===== config.mk =====
export PLATFORM = sky130hd
export DESIGN_NAME = necpu_fetch_ctrl
export DESIGN_NICKNAME = d
export VERILOG_FILES = /design/src/rtl/necpu_pkg.sv /design/src/rtl/necpu_fetch_fifo.sv /design/src/rtl/necpu_fetch_ctrl.sv
export SDC_FILE = /design/constraint.sdc
export NUM_CORES = 1
export LEC_CHECK = 0
export CORE_MARGIN = 3
export CORE_UTILIZATION = 40
export CTS_BUF_LIST = sky130_fd_sc_hd__clkbuf_16
export DETAILED_ROUTE_END_ITERATION = 10
export GPL_ROUTABILITY_DRIVEN = 0
export PLACE_DENSITY = 0.7
export SKIP_CTS_REPAIR_TIMING = 1
export SLEW_MARGIN = 30
export SYNTH_ARGS = -nofsm -noshare
export SYNTH_HDL_FRONTEND = slang
export SYNTH_SLANG_ARGS = --single-unit

===== constraint.sdc =====
create_clock -name clk -period 20 [get_ports clk]
set_input_delay 4 -clock clk [delete_from_list [all_inputs] [get_ports clk]]
set_output_delay 4 -clock clk [all_outputs]
set_load 0.005 [all_outputs]

===== src/rtl/necpu_pkg.sv =====
// Shared types and constants for the NECPU fetch path.
package necpu_pkg;

  localparam int unsigned INST_W = 32;

  localparam int unsigned DEFAULT_RESET_PC = 0;

  // RUN fetches freely, HALT blocks fetches, STEP allows exactly one fetch.
  typedef enum logic [1:0] {
    RUN  = 2'd0,
    HALT = 2'd1,
    STEP = 2'd2
  } fetch_state_e;

endpackage


===== src/rtl/necpu_fetch_fifo.sv =====
// Prefetch FIFO holding {pc, inst} pairs between instMem and decode.
// Head is combinational and reads zero when empty; flush beats push and pop.
module necpu_fetch_fifo
  import necpu_pkg::*;
#(
  parameter int unsigned ADDR_W = 32,
  parameter int unsigned DEPTH  = 2
) (
  input  logic              clk,
  input  logic              rst,
  input  logic              push,
  input  logic              pop,
  input  logic              flush,
  input  logic [ADDR_W-1:0] push_pc,
  input  logic [INST_W-1:0] push_inst,
  output logic              full,
  output logic              empty,
  output logic [ADDR_W-1:0] head_pc,
  output logic [INST_W-1:0] head_inst
);

  localparam int unsigned IDX_W = (DEPTH > 1) ? $clog2(DEPTH) : 1;
  localparam int unsigned PTR_W = IDX_W + 1;
  localparam logic [PTR_W-1:0] PTR_ONE = PTR_W'(1);

  // Extra MSB on each pointer separates full (MSBs differ) from empty.
  logic [PTR_W-1:0]  wr_ptr;
  logic [PTR_W-1:0]  rd_ptr;
  logic [IDX_W-1:0]  wr_idx;
  logic [IDX_W-1:0]  rd_idx;
  logic              do_push;
  logic              do_pop;

  logic [ADDR_W-1:0] pc_mem   [DEPTH];
  logic [INST_W-1:0] inst_mem [DEPTH];

  assign wr_idx = wr_ptr[IDX_W-1:0];
  assign rd_idx = rd_ptr[IDX_W-1:0];

  assign empty = (wr_ptr == rd_ptr);
  assign full  = (wr_ptr[IDX_W] != rd_ptr[IDX_W]) && (wr_idx == rd_idx);

  assign do_pop  = pop && !empty && !flush;
  assign do_push = push && !flush && (!full || do_pop);

  always_ff @(posedge clk or posedge rst) begin
    if (rst) begin
      wr_ptr <= '0;
      rd_ptr <= '0;
    end else if (flush) begin
      wr_ptr <= '0;
      rd_ptr <= '0;
    end else begin
      if (do_push) begin
        wr_ptr <= wr_ptr + PTR_ONE;
      end
      if (do_pop) begin
        rd_ptr <= rd_ptr + PTR_ONE;
      end
    end
  end

  // Storage needs no reset: the head is masked while empty.
  always_ff @(posedge clk) begin
    if (do_push) begin
      pc_mem[wr_idx]   <= push_pc;
      inst_mem[wr_idx] <= push_inst;
    end
  end

  always_comb begin
    head_pc   = '0;
    head_inst = '0;
    if (!empty) begin
      head_pc   = pc_mem[rd_idx];
      head_inst = inst_mem[rd_idx];
    end
  end

endmodule


===== src/rtl/necpu_fetch_ctrl.sv =====
// NECPU instruction-fetch sequencer: PC register, prefetch FIFO and decode handshake.
// Optional debug halt/step control is built when NECPU_FETCH_STEP_EN is defined.
module necpu_fetch_ctrl
  import necpu_pkg::*;
#(
  parameter int unsigned       ADDR_W     = 32,
  parameter logic [ADDR_W-1:0] RESET_PC   = ADDR_W'(DEFAULT_RESET_PC),
  parameter int unsigned       FIFO_DEPTH = 2
) (
  input  logic              clk,
  input  logic              rst,
  input  logic              enable,
  output logic [ADDR_W-1:0] imem_addr,
  input  logic [INST_W-1:0] imem_inst,
  input  logic              redirect_valid,
  input  logic [ADDR_W-1:0] redirect_pc,
  output logic              if_valid,
  input  logic              if_ready,
  output logic [INST_W-1:0] if_inst,
  output logic [ADDR_W-1:0] if_pc
`ifdef NECPU_FETCH_STEP_EN
  ,
  input  logic              dbg_halt,
  input  logic              dbg_step,
  output logic              halted
`endif
);

  localparam logic [ADDR_W-1:0] PC_ONE = ADDR_W'(1);

  logic [ADDR_W-1:0] fetch_pc;
  logic              fifo_full;
  logic              fifo_empty;
  logic              push;
  logic              pop;
  logic              permit;

  assign if_valid  = !fifo_empty;
  assign pop       = if_valid && if_ready;
  // A full FIFO still accepts a push when the head leaves in the same cycle.
  assign push      = enable && permit && !redirect_valid && (!fifo_full || pop);
  assign imem_addr = fetch_pc;

  always_ff @(posedge clk or posedge rst) begin
    if (rst) begin
      fetch_pc <= RESET_PC;
    end else if (redirect_valid) begin
      fetch_pc <= redirect_pc;
    end else if (push) begin
      fetch_pc <= fetch_pc + PC_ONE;
    end
  end

  necpu_fetch_fifo #(
    .ADDR_W (ADDR_W),
    .DEPTH  (FIFO_DEPTH)
  ) u_fifo (
    .clk       (clk),
    .rst       (rst),
    .push      (push),
    .pop       (pop),
    .flush     (redirect_valid),
    .push_pc   (fetch_pc),
    .push_inst (imem_inst),
    .full      (fifo_full),
    .empty     (fifo_empty),
    .head_pc   (if_pc),
    .head_inst (if_inst)
  );

`ifdef NECPU_FETCH_STEP_EN
  fetch_state_e state;

  assign permit = (state != HALT);

  // A redirect freezes the FSM so a pending step survives the flush.
  always_ff @(posedge clk or posedge rst) begin
    if (rst) begin
      state  <= RUN;
      halted <= 1'b0;
    end else if (!redirect_valid) begin
      unique case (state)
        RUN: begin
          if (dbg_halt) begin
            state  <= HALT;
            halted <= 1'b1;
          end
        end
        HALT: begin
          if (dbg_step) begin
            state  <= STEP;
            halted <= 1'b0;
          end else if (!dbg_halt) begin
            state  <= RUN;
            halted <= 1'b0;
          end
        end
        STEP: begin
          if (push) begin
            state  <= HALT;
            halted <= 1'b1;
          end
        end
        default: begin
          state  <= RUN;
          halted <= 1'b0;
        end
      endcase
    end
  end
`else
  assign permit = 1'b1;
`endif

endmodule

==> impl_results.md, run 1 <==
* Post-DRT Antenna Nets at 0
* Ys Warns at 0
* Fmax achieved at about 0.15 GHz
* All-Layer GR Usage at 16.73%
* Ys flop type: edfxtp_1
* Die Y at approximately 140 µm
* Static Leak at about 3.2 nW
* Pins Over Slew Limit at 0
* Required time of the critical path at about 16000 ps
* DR iter-0 viols at ~190
* Die Wd at about 140 µm
* HPWL after DPL at 10510 µm
* Largest delay contributor family on the critical path: buffers and inverters
* DR vias/cell at between 4 and 5
* Critical Path AT at between 2000 and 3000 ps
* Global-route wire length before repair at 23850 µm
* Final core occ at a little under three fifths
* Total number of vias at 4489
* Slew at the pin closest to its max-slew limit at about 900 ps
* WL final at between 15000 and 20000 µm
* Antenna violations before repair at 0
* Peak supply drop at 0.00006310 V
* FFs w/ async S/R, synth at between 20% and 30%
* Grt ovf at 0
* Worst Path Max Fanout at 64
* Internal power at around 0.76 mW
* Post-synth top area share at 56.11%
* Leading cell types by total area after synthesis: edfxtp_1 56%, dfrtp_1 13%, mux2i_1 9.5%
* CTS Buffer Depth at 2
* CP Launch Type: flip-flop
* Core area at approximately 0.017 mm²
* Ant diodes at 0
* Sequential share of the synthesized area at 69.26%
* Outcome: complete, no violations
* CP max stage cell: buf_4
* Crit share post-route at roughly a third
* Net Sw Power at ~0.26 mW
* Io pins at 166
* CTS tree: built
* Reg power frac at 40.5%
* Fin area at approximately 0.0094 mm²
* Most frequent cell after synthesis: edfxtp_1
* Net count reported at finish at between 700 and 800
* Post-synth EDFFs at 128
* CP bufs+invs at 2
* 1st-pass router iterations at 4
* Power Total at 1.022 mW
* Root buf cell: clkbuf_16
* Layout fillers at about 1400
* MaxCap Viol Count at 0
* Mapped Cells at approximately 510
* RSZ-0062 raised after global routing: no
* Crit-path max cell delay at roughly 500 ps
* Critical path class: reg -> out
* Post-synthesis average cell area at 13.54 µm²
* Most common library cells after synthesis: 128 x edfxtp_1, 75 x nor2_1, 65 x mux2i_1, 40 x nand2_1, 36 x dfrtp_1
* Slew HR at 40.01%
* Setup Viol. Count Final at 0
* Die area at around 0.019 mm²
* H-Tree Depth at 4
* Tmin final at 6646 ps
* Crit. End Element: output port
* Number of port buffers at 165
* Inserted Clock Buffers at 17
* Ratio of cells with drive above 1 in the final layout at about 7%
* Area Overhead vs Synth at 36.60%
* Worst Hold Margin at roughly 550 ps
* Post-Syn Nets at between 500 and 600
* Initial Util at 41.02%
* Worst skew pair latency at between 400 and 500 ps
* Mapped Area at ~0.0069 mm²
* Row cnt at 47
* DRC violations left at 0
* Post-Place Cell Area at 0.008735 mm²
* Synth cell types at 35
* Final Skew at 9.262 ps
* Routed wire per std cell at approximately 17 µm
* Top cell type by total area after synthesis: edfxtp_1
* Clock share of power at roughly 33%
* Setup TNS at 0 ps
* Clock-pin slew on the worst setup and hold paths at 60 ps
* CTS Sinks at 164
* Hold crit path type: reg -> reg
* Hold Vio Cnt, Final at 0
* Pwr dens at approximately 110 mW/mm²
* Synthesis-stage register bit count at between 150 and 200
* Switching Fraction at about a quarter
* Vias in the first global route at 4430
* Logic pwr share at 27.0%
* Pin count of the biggest net entering global routing at 73
* Worst-path cell chain: xnor2_1, and2_2, buf_4, nor2_1, clkdlybuf4s50_1
placed cells by master, fill, tap and decap left out, types with 2 or more instances in the layout:
cell / count
clkdlybuf4s50_1: 164
edfxtp_1: 128
nor2_1: 75
mux2i_1: 65
nand2_1: 40
dfrtp_1: 35
o21ai_0: 27
xnor2_1: 17
xor2_1: 17
clkbuf_16: 17
nand3_1: 15
nand4_1: 12
nor3_1: 8
inv_1: 6
buf_4: 6
or4_1: 5
nor2b_1: 4
bufinv_16: 4
clkinv_2: 4
and3_1: 3
nor4_1: 3
and4_2: 2
or3_1: 2
mux2_2: 2
power groups by stage:
stage / Clock [mW] / Combinational, mW / Sequential (mW)
global placement: 0 / 0.279 / 0.419
floorplan: 0 / 0.129 / 0.416
detailed placement: 0 / 0.280 / 0.422
global route: 0.354 / 0.302 / 0.417
finish: 0.332 / 0.276 / 0.414
CTS: 0.340 / 0.281 / 0.415
routing by layer:
layer | vias up | wire (µm) | GRT usage (%)
met4 | 0 | 189 | 5.710
met2 | 130 | 7461 | 27.08
li1 | 2169 | - | -
met3 | 14 | 969 | 4.375
met1 | 2176 | 6881 | 22.03
met5 | - | 0 | 0
flip-flops by register name, summed over array words and instances (netlist names):
| name | flops |
|---|---|
| u_fifo.pc_mem | 64 |
| u_fifo.rd_ptr | 2 |
| imem_addr | 32 |
| u_fifo.wr_ptr | 2 |
| u_fifo.inst_mem | 64 |
kinds of logic (layout without fill, tap and decap cells):
family / count (synthesis) / after routing / share of synthesized area, %
buf+inv: 31 / 208 / 1.918
compound gates: 32 / 32 / 2.557
mux: 67 / 67 / 9.826
fa+ha+maj: 1 / 1 / 0.1826
flops: 164 / 164 / 69.26
simple gates: 177 / 177 / 11.91
xor+xnor: 34 / 34 / 4.347
area by class of cell:
class / count / area (µm²) / area share [%]
clock inverter: 15 / 187.7 / 2.006
multi-input combinational: 311 / 2003 / 21.41
tap: 220 / 275.3 / 2.942
clock buffer: 17 / 425.4 / 4.546
inverter: 4 / 15.01 / 0.1604
timing repair buffer: 172 / 1703 / 18.20
sequential: 164 / 4748 / 50.74
through the flow:
| step | cells | setup WS (ps) |
|---|---|---|
| floorplan | 506 | 10290 |
| global placement | 871 | 13690 |
| detailed placement | 871 | 13620 |
| CTS | 903 | 13370 |
| global route | 903 | 13170 |
| finish | 903 | 13350 |
path summary, 6_finish.rpt:
kind                                  start                    end  slack [ps]  cells past startpoint
min in group asynchronous               rst          imem_addr[26]        3990                      3
min                           imem_addr[14]   u_fifo.pc_mem[0][14]         550                      0
max reg2reg                u_fifo.rd_ptr[0]  u_fifo.inst_mem[0][0]       16820                      6
min reg2reg                   imem_addr[14]   u_fifo.pc_mem[0][14]         550                      0
max                        u_fifo.wr_ptr[1]              if_pc[31]       13350                      5
max in group asynchronous               rst       u_fifo.rd_ptr[0]       15650                      3
Note: power is estimated with default switching activity, not from simulation.
==> run 2: changes to the inputs <==
--- a/config.mk
+++ b/config.mk
@@ -10,7 +10,7 @@
 export CTS_BUF_LIST = sky130_fd_sc_hd__clkbuf_16
 export DETAILED_ROUTE_END_ITERATION = 10
 export GPL_ROUTABILITY_DRIVEN = 0
-export PLACE_DENSITY = 0.7
+export PLACE_DENSITY = 0.72
 export SKIP_CTS_REPAIR_TIMING = 1
 export SLEW_MARGIN = 30
 export SYNTH_ARGS = -nofsm -noshare
==> constraint.sdc (replaced) <==
create_clock -name clk -period 5.5 [get_ports clk]
set_input_delay 1.1 -clock clk [delete_from_list [all_inputs] [get_ports clk]]
set_output_delay 1.1 -clock clk [all_outputs]
set_load 0.005 [all_outputs]
==> run 2 against run 1 <==
Against the previous run: combinational power rose to 3.5 times the previous value; critical path depth unchanged; via count up 1.2%; flip-flop and latch count unchanged; clock-buffer cell count unchanged; global-route usage up 0.21 points; wire length down 0.32%; non-clock buffer count up 2; core utilization down 0.32 points; cell area down 0.57%; sequential share of layout area up 0.29 points; critical endpoint unchanged; largest cell class unchanged; largest power group unchanged.
==> impl_results.md, run 2 (same netlist as run 1, synthesis figures left out) <==
* Worst skew pair latency at between 400 and 500 ps
* H-Tree Depth at 4
* Pwr dens at approximately 390 mW/mm²
* Hold Vio Cnt, Final at 0
* Crit-path max cell delay at 700 ps
* DRC violations left at 0
* Slew HR at between 40 and 50%
* Outcome: complete, no violations
* CP bufs+invs at 2
* Vias in the first global route at 4600
* Worst Path Max Fanout at 36
* Peak supply drop at a little over 0.0002 V
* Final worst-path setup slack at 1522 ps
* Die Y at 136.9 µm
* WL final at around 15000 µm
* Worst-path cell chain: xnor2_1, and2_2, buf_4, nor2_1, clkdlybuf4s50_1
* Most common library cell in the layout ignoring fill and taps: clkdlybuf4s50_1
* Ratio of cells with drive above 1 in the final layout at 7.007%
* Global-route wire length before repair at roughly 24000 µm
* Initial Util at roughly two fifths
* CP Launch Type: flip-flop
* Pins Over Slew Limit at 0
* Commonest cells after routing, fill and taps aside: 164 x clkdlybuf4s50_1, 128 x edfxtp_1, 75 x nor2_1, 65 x mux2i_1, 40 x nand2_1
* Net count reported at finish at between 700 and 800
* Routed wire per std cell at ~17 µm
* Total number of vias at around 4500
* 1st-pass router iterations at 5
* Antenna violations before repair at 0
* DR iter-0 viols at 190
* Slew at the pin closest to its max-slew limit at 878.3 ps
* Hold crit path type: reg -> reg
* CTS Sinks at 164
* Critical path class: reg -> out
* Crit share post-route at 72.33%
* Dpl ws at between 1500 and 2000 ps
* Clock-pin slew on the worst setup and hold paths at about 60 ps
* CTS Buffer Depth at 2
* Static Leak at 3.209 nW
* Required time of the critical path at between 4000 and 5000 ps
* CP max stage cell: dfrtp_4
* Ant diodes at 0
* Inserted Clock Buffers at 17
* Area Overhead vs Synth at 35.82%
* Pin count of the biggest net entering global routing at 73
* Post-DRT Antenna Nets at 0
* Crit. End Element: output port
* Grt ovf at 0
* Io pins at approximately 170
* Largest delay contributor family on the critical path: buffers and inverters
* Final Skew at a little over 10 ps
* Core area at around 0.017 mm²
* MaxCap Viol Count at 0
* Critical Path AT at ~2900 ps
* Row cnt at 47
* HPWL after DPL at 10470 µm
* Setup Viol. Count Final at 0
* All-Layer GR Usage at 16.94%
* Layout fillers at between 1000 and 1500
* Die Wd at roughly 140 µm
* Number of port buffers at roughly 170
* Root buf cell: clkbuf_16
* Fmax achieved at between 0.2 and 0.3 GHz
* DR vias/cell at roughly 5
* CTS tree: built
* RSZ-0062 raised after global routing: no
* Setup TNS at 0 ps
* Tmin final at between 3000 and 4000 ps
* Power Total at 3.584 mW
* Die area at about 0.019 mm²
==> run 2: cell count changes in the layout (fill, tap and decap cells not counted), sizes merged <==
cell      change
buf           +2
bufinv        -3
clkinv        +1
clkinvlp      +2
==> run 2: area by class of cell <==
class	count	area (µm²)	area share [%]
well taps	220	275.3	2.959
inverters	4	15.01	0.1614
multi-input cells	311	2006	21.56
flip-flops and latches	164	4748	51.04
clock inverters	15	120.1	1.291
clock buffers	17	425.4	4.572
repair buffers	174	1714	18.42
==> run 2: worst paths after layout <==
kind / start / endpoint / slack (ps) / depth (start not counted)
setup / recovery: u_fifo.rd_ptr[0] / if_pc[31] / 1520 / 5
max in group asynchronous: rst / u_fifo.rd_ptr[0] / 4020 / 3
hold reg to reg: imem_addr[30] / u_fifo.pc_mem[1][30] / 580 / 0
min in group asynchronous: rst / imem_addr[26] / 1100 / 3
setup reg to reg: u_fifo.rd_ptr[0] / u_fifo.pc_mem[1][12] / 1830 / 6
hold / removal: imem_addr[30] / u_fifo.pc_mem[1][30] / 580 / 0
==> run 2: stage by stage <==
stage          cells  hold WS [ps]  util [%]  instance area, µm²
5_1_grt          905         605.0     55.71                9304
3_3_place_gp     873         543.1     52.44                8758
3_5_place_dp     873         550.5     52.44                8758
6_report         905         577.4     55.71                9304
4_1_cts          905         570.4     55.71                9304
2_1_floorplan    506         505.5         -                6860
==> run 2: per-layer routing <==
| metal | part of all wire [%] | vias up | GRT usage, % | wire length [µm] |
|---|---|---|---|---|
| li1 | - | 2169 | - | - |
| met1 | 42 | 2206 | 21.56 | 6443 |
| met2 | 50 | 155 | 28.15 | 7694 |
| met3 | 7.5 | 15 | 4.485 | 1160 |
| met4 | 0.98 | 0 | 5.876 | 152 |
| met5 | 0 | - | 0 | 0 |
==> run 2: power by group <==
| part | internal (mW) | total, mW | switching [mW] |
|---|---|---|---|
| logic | 0.559 | 0.978 | 0.419 |
| clock network | 0.617 | 1.08 | 0.459 |
| registers | 1.44 | 1.53 | 0.0934 |
==> run 3: changes to the inputs <==
==> constraint.sdc (replaced) <==
create_clock -name clk -period 3.27 [get_ports clk]
set_input_delay 0.654 -clock clk [delete_from_list [all_inputs] [get_ports clk]]
set_output_delay 0.654 -clock clk [all_outputs]
set_load 0.005 [all_outputs]
==> run 3 against run 2 <==
Against the previous run: wire length is 2.0% higher; flip-flop and latch count stayed put; clock-buffer cell count stayed put; clock skew hardly changed; critical path type unchanged; critical endpoint is now if_inst[2].
==> impl_results.md, run 3 (same netlist as run 1, synthesis figures left out) <==
* Outcome: complete, no violations
* Setup TNS at 0 ps
* Worst Hold Margin at around 550 ps
* Static Leak at around 3.3 nW
* Area Overhead vs Synth at 37.26%
* FF+latch area at 0.004748 mm²
* Hold crit path type: reg -> reg
* Hold_sp: imem_addr[14]
* CP Launch Type: flip-flop
* Ant diodes at 0
* Tmin final at between 3000 and 4000 ps
* Antenna violations before repair at 0
* Critical Path AT at between 2000 and 2500 ps
* Root buf cell: clkbuf_16
* Logic pwr share at between 20 and 30%
* Setup Viol. Count Final at 0
* Die Y at roughly 140 µm
* Critical path class: reg -> out
* All-Layer GR Usage at around 17%
* Crit share post-route at between 90% and 100%
* Row cnt at 47
* CTS tree: built
* Post-DRT Antenna Nets at 0
* RSZ-0062 raised after global routing: no
* Multi-input logic area at roughly 0.002 mm²
* Slew at the pin closest to its max-slew limit at 843.0 ps
* H-Tree Depth at 4
* Pin count of the biggest net entering global routing at ~70
* DRC violations left at 0
* Pwr dens at between 600 and 700 mW/mm²
* Die area at roughly 0.019 mm²
* Vias in the first global route at between 4000 and 5000
* Total number of vias at 4553
* MaxCap Viol Count at 0
* Ratio of cells with drive above 1 in the final layout at 7.132%
* Global-route wire length before repair at about 25000 µm
* Reg power frac at 40.8%
* Die Wd at about 140 µm
* Slew HR at between 40 and 50%
* Layout fillers at around 1400
* HPWL after DPL at about 11000 µm
* Initial Util at 41.02%
* Number of port buffers at 165
* Worst skew pair latency at between 400 and 500 ps
* Most common library cell in the layout ignoring fill and taps: clkdlybuf4s50_1
* Io pins at roughly 170
* Inserted Clock Buffers at 17
* Switching Fraction at a little over a quarter
* Routed wire per std cell at between 15 and 20 µm
* WL final at ~16000 µm
* Core area at 0.01670 mm²
* Net count reported at finish at 744
* DR vias/cell at around 5.0
* Pins Over Slew Limit at 0
* 1st-pass router iterations at 4
* Fmax achieved at 0.3281 GHz
* Clock share of power at a little under a third
* Worst Path Max Fanout at 48
* Net Sw Power at 1.627 mW
* Hold Vio Cnt, Final at 0
* CTS Buffer Depth at 2
* Internal power at 4.576 mW
* Peak supply drop at about 0.0004 V
* Final Skew at around 11 ps
* Crit. End Element: output port
* Crit path from: u_fifo.wr_ptr[1]
* Grt ovf at 0
* Required time of the critical path at about 2600 ps
* Clock-pin slew on the worst setup and hold paths at approximately 60 ps
* CTS Sinks at about 160
* Commonest cells after routing, fill and taps aside: 164 x clkdlybuf4s50_1, 128 x edfxtp_1, 75 x nor2_1, 65 x mux2i_1, 39 x nand2_1
* FF-to-FF Start: u_fifo.rd_ptr[0]
* DR iter-0 viols at around 170
-- run 3: cell type report --
| type | count | area share [%] |
|---|---|---|
| Tap cell | 220 | 2.927 |
| Clock inverter | 15 | 1.597 |
| Multi-Input combinational cell | 311 | 21.37 |
| Sequential cell | 164 | 50.50 |
| Timing Repair Buffer | 176 | 18.92 |
| Clock buffer | 17 | 4.524 |
| Inverter | 4 | 0.1597 |
-- run 3: power groups by stage --
stage          registers [mW]  logic [mW]  clock network [mW]
3_3_place_gp             2.56        1.74                   0
6_report                 2.53        1.74                1.93
3_5_place_dp             2.57        1.77                   0
2_1_floorplan            2.53       0.793                   0
4_1_cts                  2.53        1.77                1.97
5_1_grt                  2.55        1.91                2.06
-- run 3: stage by stage --
stage / instance area, µm² / util [%] / power (mW) / std cells / setup slack, ps
2_1_floorplan: 6877 / - / 3.327 / 506 / 51.73
3_3_place_gp: 8826 / 52.85 / 4.302 / 875 / 616.5
3_5_place_dp: 8826 / 52.85 / 4.338 / 875 / 505.5
4_1_cts: 9402 / 56.29 / 6.267 / 907 / 39.06
5_1_grt: 9403 / 56.30 / 6.523 / 907 / 60.25
6_report: 9403 / 56.30 / 6.202 / 907 / 222.2
-- run 3: metal layers --
layer  global-route usage [%]  routed length (µm)  up-vias
met5                        0                   0        -
met3                    4.596                1049       15
met2                    29.44                7778      153
met1                    21.58                6735     2216
li1                         -                   -     2169
met4                    5.931                 198        0
-- run 3: worst paths after layout --
kind,endpoint,slack [ps],depth (start not counted)
setup / recovery,if_inst[2],220,5
hold / removal,u_fifo.pc_mem[0][14],550,0
setup reg to reg,u_fifo.inst_mem[0][12],690,6
hold reg to reg,u_fifo.pc_mem[0][14],550,0
max in group asynchronous,imem_addr[19],2010,3
min in group asynchronous,imem_addr[31],610,2
-- run 3: critical path, stage by stage (launching register included) --
cell	delay, ps
dfrtp_1	400
xnor2_1	370
and2_4	380
buf_12	260
nor2_1	90
clkdlybuf4s50_1	450
